$ cat src/rtl/load_ext_unit.sv
// Load extension unit: issues word-aligned data-memory reads for MEM-stage loads
// and returns the addressed byte/halfword/word sign- or zero-extended to 32 bits.
module load_ext_unit #(
    parameter int unsigned TIMEOUT = 16
) (
    input  logic        clk,
    input  logic        reset,
    input  logic        req_valid,
    output logic        req_ready,
    input  logic [31:0] req_addr,
    input  logic [2:0]  loadOp,
    output logic        mem_rd_en,
    output logic [31:0] mem_addr,
    input  logic        mem_rvalid,
    input  logic [31:0] mem_rdata,
    output logic        rsp_valid,
    output logic [31:0] rsp_data,
    output logic        rsp_err,
    output logic        busy
);

    localparam logic [2:0] OP_LB  = 3'd1;
    localparam logic [2:0] OP_LBU = 3'd2;
    localparam logic [2:0] OP_LH  = 3'd3;
    localparam logic [2:0] OP_LHU = 3'd4;
    localparam logic [2:0] OP_LW  = 3'd5;

    localparam logic [7:0] CNT_LAST = 8'(TIMEOUT - 1);

    typedef enum logic [1:0] {
        S_IDLE,
        S_WAIT,
        S_RESP
    } state_t;

    state_t      state_q, state_d;
    logic [2:0]  op_q, op_d;
    logic [1:0]  off_q, off_d;
    logic [7:0]  cnt_q, cnt_d;
    logic        rd_en_q, rd_en_d;
    logic [31:0] maddr_q, maddr_d;
    logic        rvalid_q, rvalid_d;
    logic [31:0] rdata_q, rdata_d;
    logic        rerr_q, rerr_d;

    logic        op_byte;
    logic        op_half;
    logic        op_word;
    logic        is_load;
    logic        misalign;
    logic [7:0]  byte_sel;
    logic [15:0] half_sel;
    logic [31:0] ext_data;

    // Request decode, evaluated on the live request in IDLE
    assign op_byte  = (loadOp == OP_LB) || (loadOp == OP_LBU);
    assign op_half  = (loadOp == OP_LH) || (loadOp == OP_LHU);
    assign op_word  = (loadOp == OP_LW);
    assign is_load  = op_byte || op_half || op_word;
    assign misalign = (op_half && req_addr[0]) ||
                      (op_word && (req_addr[1:0] != 2'b00));

    always_comb begin
        byte_sel = mem_rdata[7:0];
        unique case (off_q)
            2'd0: byte_sel = mem_rdata[7:0];
            2'd1: byte_sel = mem_rdata[15:8];
            2'd2: byte_sel = mem_rdata[23:16];
            2'd3: byte_sel = mem_rdata[31:24];
        endcase
    end

    assign half_sel = off_q[1] ? mem_rdata[31:16] : mem_rdata[15:0];

    always_comb begin
        ext_data = mem_rdata;
        case (op_q)
            OP_LB:   ext_data = {{24{byte_sel[7]}}, byte_sel};
            OP_LBU:  ext_data = {24'h0, byte_sel};
            OP_LH:   ext_data = {{16{half_sel[15]}}, half_sel};
            OP_LHU:  ext_data = {16'h0, half_sel};
            OP_LW:   ext_data = mem_rdata;
            default: ext_data = mem_rdata;
        endcase
    end

    always_comb begin
        state_d  = state_q;
        op_d     = op_q;
        off_d    = off_q;
        cnt_d    = cnt_q;
        rd_en_d  = 1'b0;
        maddr_d  = maddr_q;
        rvalid_d = 1'b0;
        rdata_d  = rdata_q;
        rerr_d   = rerr_q;

        unique case (state_q)
            S_IDLE: begin
                if (req_valid && is_load) begin
                    op_d  = loadOp;
                    off_d = req_addr[1:0];
                    cnt_d = 8'd0;
                    if (misalign) begin
                        state_d  = S_RESP;
                        rvalid_d = 1'b1;
                        rdata_d  = 32'h0;
                        rerr_d   = 1'b1;
                    end else begin
                        state_d = S_WAIT;
                        rd_en_d = 1'b1;
                        maddr_d = {req_addr[31:2], 2'b00};
                    end
                end
            end
            S_WAIT: begin
                cnt_d = cnt_q + 8'd1;
                // A response landing in the timeout cycle still wins
                if (mem_rvalid) begin
                    state_d  = S_RESP;
                    rvalid_d = 1'b1;
                    rdata_d  = ext_data;
                    rerr_d   = 1'b0;
                end else if (cnt_q == CNT_LAST) begin
                    state_d  = S_RESP;
                    rvalid_d = 1'b1;
                    rdata_d  = 32'h0;
                    rerr_d   = 1'b1;
                end
            end
            S_RESP: begin
                state_d = S_IDLE;
            end
            default: begin
                state_d = S_IDLE;
            end
        endcase
    end

    always_ff @(posedge clk or posedge reset) begin
        if (reset) begin
            state_q  <= S_IDLE;
            op_q     <= 3'd0;
            off_q    <= 2'd0;
            cnt_q    <= 8'd0;
            rd_en_q  <= 1'b0;
            maddr_q  <= 32'h0;
            rvalid_q <= 1'b0;
            rdata_q  <= 32'h0;
            rerr_q   <= 1'b0;
        end else begin
            state_q  <= state_d;
            op_q     <= op_d;
            off_q    <= off_d;
            cnt_q    <= cnt_d;
            rd_en_q  <= rd_en_d;
            maddr_q  <= maddr_d;
            rvalid_q <= rvalid_d;
            rdata_q  <= rdata_d;
            rerr_q   <= rerr_d;
        end
    end

    assign req_ready = (state_q == S_IDLE);
    assign busy      = (state_q == S_WAIT) || (state_q == S_RESP);
    assign mem_rd_en = rd_en_q;
    assign mem_addr  = maddr_q;
    assign rsp_valid = rvalid_q;
    assign rsp_data  = rdata_q;
    assign rsp_err   = rerr_q;

endmodule

$ cat config.mk
export PLATFORM = sky130hd
export DESIGN_NAME = load_ext_unit
export DESIGN_NICKNAME = d
export VERILOG_FILES = /design/src/rtl/load_ext_unit.sv
export SDC_FILE = /design/constraint.sdc
export NUM_CORES = 1
export LEC_CHECK = 0
export ABC_AREA = 1
export BUFFER_PORTS_ARGS = -buffer_cell sky130_fd_sc_hd__buf_2
export CAP_MARGIN = 15
export CORE_UTILIZATION = 41
export DETAILED_ROUTE_END_ITERATION = 8
export PLACE_DENSITY = 0.74
export SLEW_MARGIN = 20
export SYNTH_ARGS = -nofsm -noshare
export SYNTH_HDL_FRONTEND = slang
export SYNTH_SLANG_ARGS = --single-unit
$ cat constraint.sdc
create_clock -name clk -period 2.4 [get_ports clk]
set_input_delay 0.48 -clock clk [delete_from_list [all_inputs] [get_ports clk]]
set_output_delay 0.48 -clock clk [all_outputs]
set_load 0.03 [all_outputs]
# == Word level (Yosys, flattened, before mapping) ==
# Index checks and enable logic that the tools add are counted.
# op_classes
n_mul,0
n_lt_le_gt_ge,0
reduce_logical,18
bitwise,1
div,0
mux,28
shifts,0
eq_ne,18
addsub,1
# op_table
op,n
$mux 32,4
$pmux 32 s4,1
$pmux 32 s2,1
$pmux 8 s4,1
$mux 16,1
$pmux 8 s2,1
$eq 3x2->1 const B,4
$mux 1,11
$eq 3x3->1 const B,3
$add 8x1->8 const B,1
$eq 8x4->1 const B,1
$mux 2,4
$mux 8,1
$eq 2x2->1 const B,3
$eq 3x1->1 const B,2
$logic_or 1x1->1,6
$reduce_and 2->1,3
$eq 2x1->1 const B,2
$logic_not 2->1,2
$ne 2x1->1 const B,2
$pmux 1 s2,2
$pmux 2 s2,1
$reduce_and 4->1,1
$reduce_bool 2->1,2
4 further kinds,6
# totals
register_bits,80
romBits,0
word_cells,75
ram_bits,0
out_inout_bits,69
inputBits,71
latchBits,0
mem_count,0

# == Logic depth before layout (Yosys ltp) ==
# Gate-level depths: netlist of run 1.
# logic_depth
depth_word,7
ltp_mapped,11

# == Worst setup path after synthesis of run 1 ==
# No wires, ideal clock.
# synth_path
path_type,register to register
from,reg state_q[0]
to,reg rdata_q[11] (netlist: rsp_data[11])
required_time_ps,2280
path_slack_ps,745
arrival_time_ps,1534
path_stages_with_launch,9
path_buffers,1
setup_time_ps,120
cell_sequence,dfrtp_1 -> inv_1 -> ha_1 -> nor2_1 -> inv_2 -> nand2_2 -> buf_2 -> o21ai_0 -> nand2_1
# synth_via
elab_chain_len,3
# synth_rtl
element,line_no,source
from (decl),36,"state_t state_q, state_d;"
from (signal assigned),152,state_q <= state_d;
$logic_not 2->1 (*),n/a,
net req_ready,9,"output logic req_ready,"
$ne 2x1->1 (no line) or $reduce_bool 2->1 (tied branches),n/a,
$reduce_and 4->1 (no line),n/a,
to (signal assigned),159,rdata_q <= rdata_d;
to (decl),43,"logic [31:0] rdata_q, rdata_d;"
# Mark *: on every way through the listed nets, which the timed path passes. The rest lies on a longest branch.
# A chain may end at the register's enable or synchronous reset.

# == Worst setup path after layout of run 1 ==
# layout_path
from,reg state_q[1]
to,reg rdata_q[31] (netlist: rsp_data[31])
# layout_via
elab_chain_len,3
# layout_rtl
element,line_no,source
$eq 2x1->1 or $logic_not 2->1 (tied branches),98,unique case (state_q)
$ne 3x3->1 (no line) (tied with other cells),n/a,
$reduce_and 4->1 (no line),n/a,
# Parallel ways exist; a longest one is shown, timed or not.

==> results.cfg, run 1 <==
[status]
status = finished clean

[placement]
gp_congestion = 0.877
dp.cells = 888
place_worst_setup_slack_ps = 478
port_buffers = 137
hpwl_mm = 8.60

[pwr]
p_int_uw = 3720
clkPwrFrac_pct = 13.2
swShare_pct = 53.6
power_frac_seq_pct = 28.5
ir_worst_vdd_mv = 0.671
power.switching_uw = 4290
power_density_nw_per_um2 = 1470
p_comb_share_pct = 58.3
p_leak_uw = 0.00332

[layout]
final_util_pct = 52.0
layout-drive-gt1-share_pct = 24.7
fin_cells = 904
n_fill_cell = 1050
antenna_cells = 0
layout_commonest_cell = nand2_1
area_growth_pct = 21.0
final_cell_mix = nand2_1, buf_2, dfrtp_1
nets = 837
multiInputGateArea_um2 = 2050
regArea_um2 = 2000

[run]
cap_violations = 0

[detailed_routing]
firstDrtPassIters = 5
drc = 0
routed-wl-met3_um = 656
vias_per_cell = 4.86
drtAntennaViolNets = 0
drtIter0Drc = 273
routedWlPerCell_um = 13.0
wl_met1_mm = 5.32
top_layer_used = met4
drt_wl_total_mm = 11.7
dr_total_vias = 4389
wl_met2_mm = 5.48

[min_path]
min_path_type = input pin to asynchronous set/reset pin

[clocking]
clk_pin_slew_worst_paths_ps = 90
numCtsBuffers = 9
cts.sinks = 80
root_buffer = clkbuf_8
htreeDepth = 3
ctsLongestPathBuffers = 2
worstSkewPairLatency_ps = 340
ctsResizeCount = 0
cts_hold_buf = 0
post_cts_buffers = 0
cts_tree = done

[sta]
max_freq_mhz = 527
fin_crit_sh_pct = 79.1
tightest_slew_ps = 556
relSlewSlack_pct = 62.8
tns_ps = 0
rsz0062_at_grt = no
worst_slack_ps = 501
drv_slew = 0
hold_violations = 0
clock_skew_ps = 8.78
period_needed_ps = 1900
setup_viol = 0

[setup_path]
arrival_ps = 2180
slowest_stage = nor2_4
crit_type = register to register
timing.critical_path.mode_cell = nand2_1
reg2reg_slack_ps = 500
crit_start = state_q[1]
path_cells = inv_1, ha_1, nand2_1, nor2_4, nand2_1, nand2_1
crit_fanout = 24
worstReg2RegEnd = rsp_data[31]
cp_slowest_stage_delay_ps = 540
r2r-start = state_q[1]
rr_worst_depth = 6
critPathLaunchType = register
cp-end-kind = register
required_ps = 2680

[floorplan]
die_h_um = 107
die_area_um2 = 11400
initial_core_util_pct = 42.9
io_pins = 140
rows = 37
die_x_um = 107
core-area_um2 = 10500

[synth]
yosys_warnings = 0
yosys.area.top_type_share_pct = 44.4
synth.avg_cell_area_um2 = 7.11
synth_largest_area_cell = dfrtp_1
synthCells = 635
ys_seq_area_share_pct = 44.4
synthTopCellsByArea = dfrtp_1, nand2_1, nand3_1
ys_types = 27
synth_area_um2 = 4510
ys_ff_latch = 80

[global_routing]
grt_pass1_vias = 4105
grt_pass1_wl_mm = 19.7
grt_antenna_before_repair = 0
grt_max_degree = 37
grt_use_total_pct = 21.6
overflow = 0
critical path: cells and delay by family, from the launching register on:
family | cells | cell delay, ps
AND/OR/NAND/NOR | 4 | 1060
flip-flops | 1 | 370
adder cells (fa/ha/maj) | 1 | 330
buffers and inverters | 1 | 80
cells by family (layout without fill, tap and decap cells):
logic type | count (synthesis) | in the layout | synth area share [%]
flops | 80 | 80 | 44.4
buf+inv | 98 | 230 | 10.2
other cells | 1 | 2 | 0.0831
simple gates | 401 | 401 | 38.4
xor+xnor | 4 | 4 | 0.777
compound gates | 48 | 48 | 5.38
fa+ha+maj | 3 | 3 | 0.832
synth_stat cells:
| library cell | count |
|---|---|
| inv_4 | 3 |
| nor2_1 | 30 |
| o21ai_1 | 26 |
| nand3_2 | 5 |
| nand2_8 | 1 |
| a21o_1 | 1 |
| nand2_2 | 4 |
| inv_1 | 62 |
| nand3_4 | 2 |
| a21oi_1 | 3 |
| nand2_1 | 290 |
| nor3_1 | 1 |
| nand2_4 | 4 |
| conb_1 | 1 |
| buf_4 | 10 |
| xnor2_1 | 1 |
| nand4_1 | 3 |
| nor2_2 | 1 |
| inv_2 | 6 |
| nor2_4 | 4 |
| nand3_1 | 56 |
| dfrtp_1 | 80 |
| ha_1 | 3 |
| buf_6 | 4 |
| o21ai_0 | 18 |
| xor2_1 | 3 |
| buf_2 | 13 |
state kept, by name, indices dropped and copies added, names as in the netlist:
register	count
rsp_data	32
state_q	2
off_q	2
rsp_err	1
op_q	3
cnt_q	8
mem_addr	30
mem_rd_en	1
rsp_valid	1
stage by stage:
stage	cell area, µm²	power [µW]	hold WS, ps
6_report	5460	8010	163
5_1_grt	5460	8710	187
4_1_cts	5460	8070	166
3_5_place_dp	5250	7000	459
3_3_place_gp	5250	6950	457
2_1_floorplan	4520	5920	481
layout make-up:
class                   count  share of cell area, %
clock buffers              10                   2.52
clock inverters             6                   1.37
inverters                  71                   5.09
multi-input cells         458                   37.6
flip-flops and latches     80                   36.7
well taps                 136                   3.12
repair buffers            143                   13.6
metal layers:
metal	global-route usage (%)	up-vias
li1	-	2197
met1	30.0	2014
met2	34.6	154
met3	2.74	24
met4	7.24	0
met5	0	-
worst max-delay path by stage:
stage	cells after the start	endpoint
after floorplan	8	rsp_data[11]
after global placement	10	rsp_data[30]
after detailed placement	10	mem_addr[7]
after CTS	6	rsp_data[31]
after global routing	6	rsp_data[26]
final	6	rsp_data[31]
power groups by stage:
stage / clock, µW / sequential [µW] / combinational (µW)
after global routing: 1140 / 2360 / 5210
final: 1060 / 2280 / 4670
after detailed placement: 0 / 2300 / 4700
after global placement: 0 / 2290 / 4660
after CTS: 1080 / 2280 / 4710
after floorplan: 0 / 3190 / 2730
No activity file was read; power rests on OpenSTA's default activity.
==> inputs of run 2 (changes only) <==
clock period = 1.6 ns   (was 2.4 ns; I/O delays follow)
==> run 2 against run 1 <==
The flow now finishes with violations (negative setup slack); worst setup slack worse by 520 ps; flip-flop and latch count unchanged; clock skew up 3.3 ps; core utilization up 3.3 points; global-route usage down 0.26 points; die area unchanged.
==> results.cfg, run 2 (synthesis results as in run 1) <==
[status]
status = complete, but fails checks
violations = negative setup slack

[setup_path]
crit_fanout = 23
rr_worst_depth = 9
critPathLaunchType = register
crit_type = register to register
arrival_ps = 1870
crit_start = cnt_q[1]
required_ps = 1850
cp-end-kind = register
r2r-start = cnt_q[1]

[sta]
max_freq_mhz = 618
fin_crit_sh_pct = 101
tns_ps = -20.0
hold_violations = 0
drv_slew = 0
clock_skew_ps = 12.0
rsz0062_at_grt = yes
period_needed_ps = 1620
worst_slack_ps = -16.8
setup_viol = 2
whs_ps = 149

[global_routing]
grt_antenna_before_repair = 0
grt_max_degree = 45
grt_pass1_vias = 4123
grt_util_met1_pct = 27.6
globalRouteMet2Util_pct = 36.4
grt_use_total_pct = 21.3
grt_pass1_wl_mm = 19.2
top_usage_layer = met2
grtUsageMet3_pct = 2.86
overflow = 0

[detailed_routing]
drt_wl_total_mm = 11.8
firstDrtPassIters = 5
routedWlPerCell_um = 12.6
drtAntennaViolNets = 0
dr_total_vias = 4439
vias_per_cell = 4.76
drtIter0Drc = 272
drc = 0

[clocking]
worstSkewPairLatency_ps = 350
cts.sinks = 80
htreeDepth = 3
clk_pin_slew_worst_paths_ps = 100
root_buffer = clkbuf_8
ctsLongestPathBuffers = 2
numCtsBuffers = 9
cts_tree = done

[layout]
antenna_cells = 0
regArea_um2 = 2000
area_growth_pct = 28.6
nets = 865
final_util_pct = 55.2
layout-drive-gt1-share_pct = 28.8
final_cell_mix = nand2_1, buf_2, dfrtp_1
multiInputGateArea_um2 = 2120
layout_commonest_cell = nand2_1
n_fill_cell = 1025
largest_register_ffs = 32

[floorplan]
initial_core_util_pct = 42.9
rows = 37
die_area_um2 = 11400
io_pins = 140
die_h_um = 107
core-area_um2 = 10500
die_x_um = 107

[pwr]
p_leak_uw = 0.00348
total_power_uw = 12900
power_density_nw_per_um2 = 2220
ir_worst_vdd_mv = 1.30

[min_path]
min_path_type = input pin to register
hold_path_depth = 3
hold_path.startpoint = req_addr[6]

[placement]
hpwl_mm = 8.64
place_worst_setup_slack_ps = -68.1
gp_congestion = 0.875
port_buffers = 137

[run]
cap_violations = 0
run 2: final timing paths:
path / to / slack (ps)
worst min register to register: mem_addr[15] / 480
min in group asynchronous: mem_addr[17] / 560
max in group asynchronous: op_q[0] / 420
worst max-delay path: rsp_data[9] / -20
worst max register to register: rsp_data[9] / -20
worst min-delay path: mem_addr[6] / 150
run 2: area by class of cell:
class	instances	share of cell area (%)
Clock buffer	10	2.37
Clock inverter	6	1.29
Inverter	71	4.83
Multi-Input combinational cell	459	36.5
Sequential cell	80	34.5
Tap cell	136	2.93
Timing Repair Buffer	170	17.5
run 2: critical path, cell delays in order (launching register included):
cell	delay [ps]
dfrtp_1	400
ha_2	210
nand2_2	70
nor2_2	130
nand3_2	100
nand3_2	90
nand2_4	100
buf_12	180
o21ai_0	170
nand2_1	70
run 2: report_power, final:
| part | leakage (µW) | internal, µW | switching, µW |
|---|---|---|---|
| sequential | 0.00105 | 2860 | 500 |
| clock | 0.000105 | 789 | 817 |
| combinational | 0.00233 | 2600 | 5330 |
run 2: repair_timing:
| action | CTS | global route |
|---|---|---|
| buffers inserted | 2 | 6 |
| endpoints found under the hold margin | 18 | 0 |
| gates resized for setup | 4 | 20 |
| gates cloned | 0 | 1 |
| pin swaps | 1 | 2 |
| setup endpoints to repair | 41 | 37 |
| hold buffers | 1 | 0 |
run 2: per-layer routing:
metal  share of wire [%]  wire length [µm]
met1                  45              5270
met2                  49              5760
met3                 4.1               483
met4                 2.2               264
met5                   0                 0
run 2: through the flow:
| step | instance area, µm² | instances |
|---|---|---|
| 3_3_place_gp | 5450 | 906 |
| 2_1_floorplan | 4520 | 636 |
| 6_report | 5800 | 932 |
| 4_1_cts | 5700 | 925 |
| 3_5_place_dp | 5450 | 906 |
| 5_1_grt | 5800 | 932 |
==> inputs of run 3 (changes only) <==
CELL_PAD_IN_SITES_DETAIL_PLACEMENT = 1   (was not set)
CELL_PAD_IN_SITES_GLOBAL_PLACEMENT = 1   (was not set)
CORE_UTILIZATION = 39   (was 41)
PLACE_DENSITY = 0.91   (was 0.74)
SLEW_MARGIN = 10   (was 20)
clock period = 1.95 ns   (was 1.6 ns; I/O delays follow)
==> run 3 against run 2 <==
First-iteration DRC count rose by 2.6%; clock skew is 2.4 ps higher; routed wire length grew 30%; sequential share of layout area is 1.0 points higher; critical path type unchanged; worst hold slack better by 22 ps; flip-flop and latch count is the same; combinational power fell by 22%; die area up 5.0%; the flow now finishes without violations.
==> results.cfg, run 3 (synthesis results as in run 1) <==
[clocking]
worstSkewPairLatency_ps = 350
clk_pin_slew_worst_paths_ps = 70
post_cts_buffers = 0
ctsLongestPathBuffers = 2
numCtsBuffers = 9
htreeDepth = 3
cts_tree = done
root_buffer = clkbuf_16
cts.sinks = 80

[detailed_routing]
routedWlPerCell_um = 16.7
drt_wl_total_mm = 15.3
firstDrtPassIters = 4
drc = 0
drtAntennaViolNets = 0
dr_total_vias = 4687
vias_per_cell = 5.13
drtIter0Drc = 279

[sta]
fin_crit_sh_pct = 94.4
tns_ps = 0
hold_violations = 0
period_needed_ps = 1840
setup_viol = 0
rsz0062_at_grt = no
relSlewSlack_pct = 66.4
clock_skew_ps = 14.4
tightest_slew_ps = 503
max_freq_mhz = 543
drv_slew = 0
worst_slack_ps = 108

[setup_path]
cp-end-kind = register
cp_slowest_stage_delay_ps = 390
slowest_stage = dfrtp_1
cp.buffers_inverters = 0
critPathLaunchType = register
arrival_ps = 2120
rr_worst_depth = 9
r2r-start = cnt_q[1]
crit_cells = 9
critical-path-top-delay-family = simple AND/OR/NAND/NOR gates
path_cells = ha_1, nand2_1, nor2_2, nand3_1, nand3_2, nand2_8, nor2_4, nand3_1, nand2_1
crit_type = register to register
worstReg2RegEnd = rsp_data[23]
reg2reg_slack_ps = 110
crit_fanout = 37
required_ps = 2230

[layout]
n_fill_cell = 1487
final_cell_mix = nand2_1, buf_2, dfrtp_1
layout-drive-gt1-share_pct = 25.3
antenna_cells = 0
final_util_pct = 50.8
nets = 843
multiInputGateArea_um2 = 2080
layout_commonest_cell = nand2_1
finalInstanceArea_um2 = 5630
area_growth_pct = 24.8
largest_register_ffs = 32
regArea_um2 = 2000

[pwr]
total_power_uw = 10800
ir_worst_vdd_mv = 0.780
p_leak_uw = 0.00339
power_density_nw_per_um2 = 1920

[placement]
hpwl_mm = 10.7
port_buffers = 137
placed_area_um2 = 5300
gp_congestion = 0.900
place_worst_setup_slack_ps = 144

[status]
status = finished clean

[global_routing]
grt_use_total_pct = 26.7
grt_pass1_vias = 4983
overflow = 0
grt_pass1_wl_mm = 24.3
grt_antenna_before_repair = 0
grt_max_degree = 81

[run]
cap_violations = 0

[min_path]
min_path_type = input pin to asynchronous set/reset pin

[floorplan]
rows = 38
die_h_um = 110
io_pins = 140
core-area_um2 = 11100
die_area_um2 = 12000
die_x_um = 110
initial_core_util_pct = 40.7
run 3: cell count changes in the layout (fill, tap and decap cells not counted), sizes merged:
cell         previous run  this run
buf                   169       148
clkbuf                 10        11
clkinvlp                2         1
dlygate4sd3             1         0
nand3                  64        63
nor2                   35        36
run 3: tightest hold or removal path: stages:
cell and delay [ps]:
buf_2 110, clkinvlp_4 70, buf_12 360
run 3: power by group:
group | switching (µW) | internal (µW) | total, µW
logic | 4500 | 1710 | 6210
registers | 488 | 2350 | 2840
clock network | 729 | 1040 | 1770
total | 5720 | 5090 | 10800
run 3: worst max path at each step:
| stage | from | end | slack (ps) |
|---|---|---|---|
| finish | cnt_q[1] | rsp_data[23] | 110 |
| global route | op_q[2] | rsp_data[26] | 20 |
| CTS | cnt_q[1] | rsp_data[23] | 9 |
| detailed placement | cnt_q[1] | rsp_data[18] | 140 |
| global placement | cnt_q[0] | rsp_data[22] | 240 |
| floorplan | state_q[0] | rsp_data[11] | 300 |
run 3: area by class of cell:
cell class              count  share of cell area, %
flip-flops and latches     80                   35.6
clock buffers              11                   4.31
clock inverters             5                   1.09
multi-input cells         459                   36.9
well taps                 140                   3.11
inverters                  71                   4.93
repair buffers            148                   14.1
run 3: metrics by stage:
stage / cells / hold WS, ps
global route: 914 / 210
detailed placement: 897 / 467
CTS: 913 / 183
global placement: 897 / 456
finish: 914 / 171
floorplan: 636 / 481
run 3: what timing repair did:
action | CTS | global route
pin swaps | 1 | 1
hold buffers | 0 | 0
setup endpoints to repair | 1 | 25
cloned | 0 | 1
gates resized for setup | 0 | 3
hold endpoints to repair | 0 | 0
run 3: metal layers:
metal  track usage, %  wire length [µm]  vias to the layer above
met5                0                 0                        -
met4             14.4               640                        0
met3             4.98               707                       48
met2             47.1              7810                      146
met1             30.6              6140                     2274
li1                 -                 -                     2219
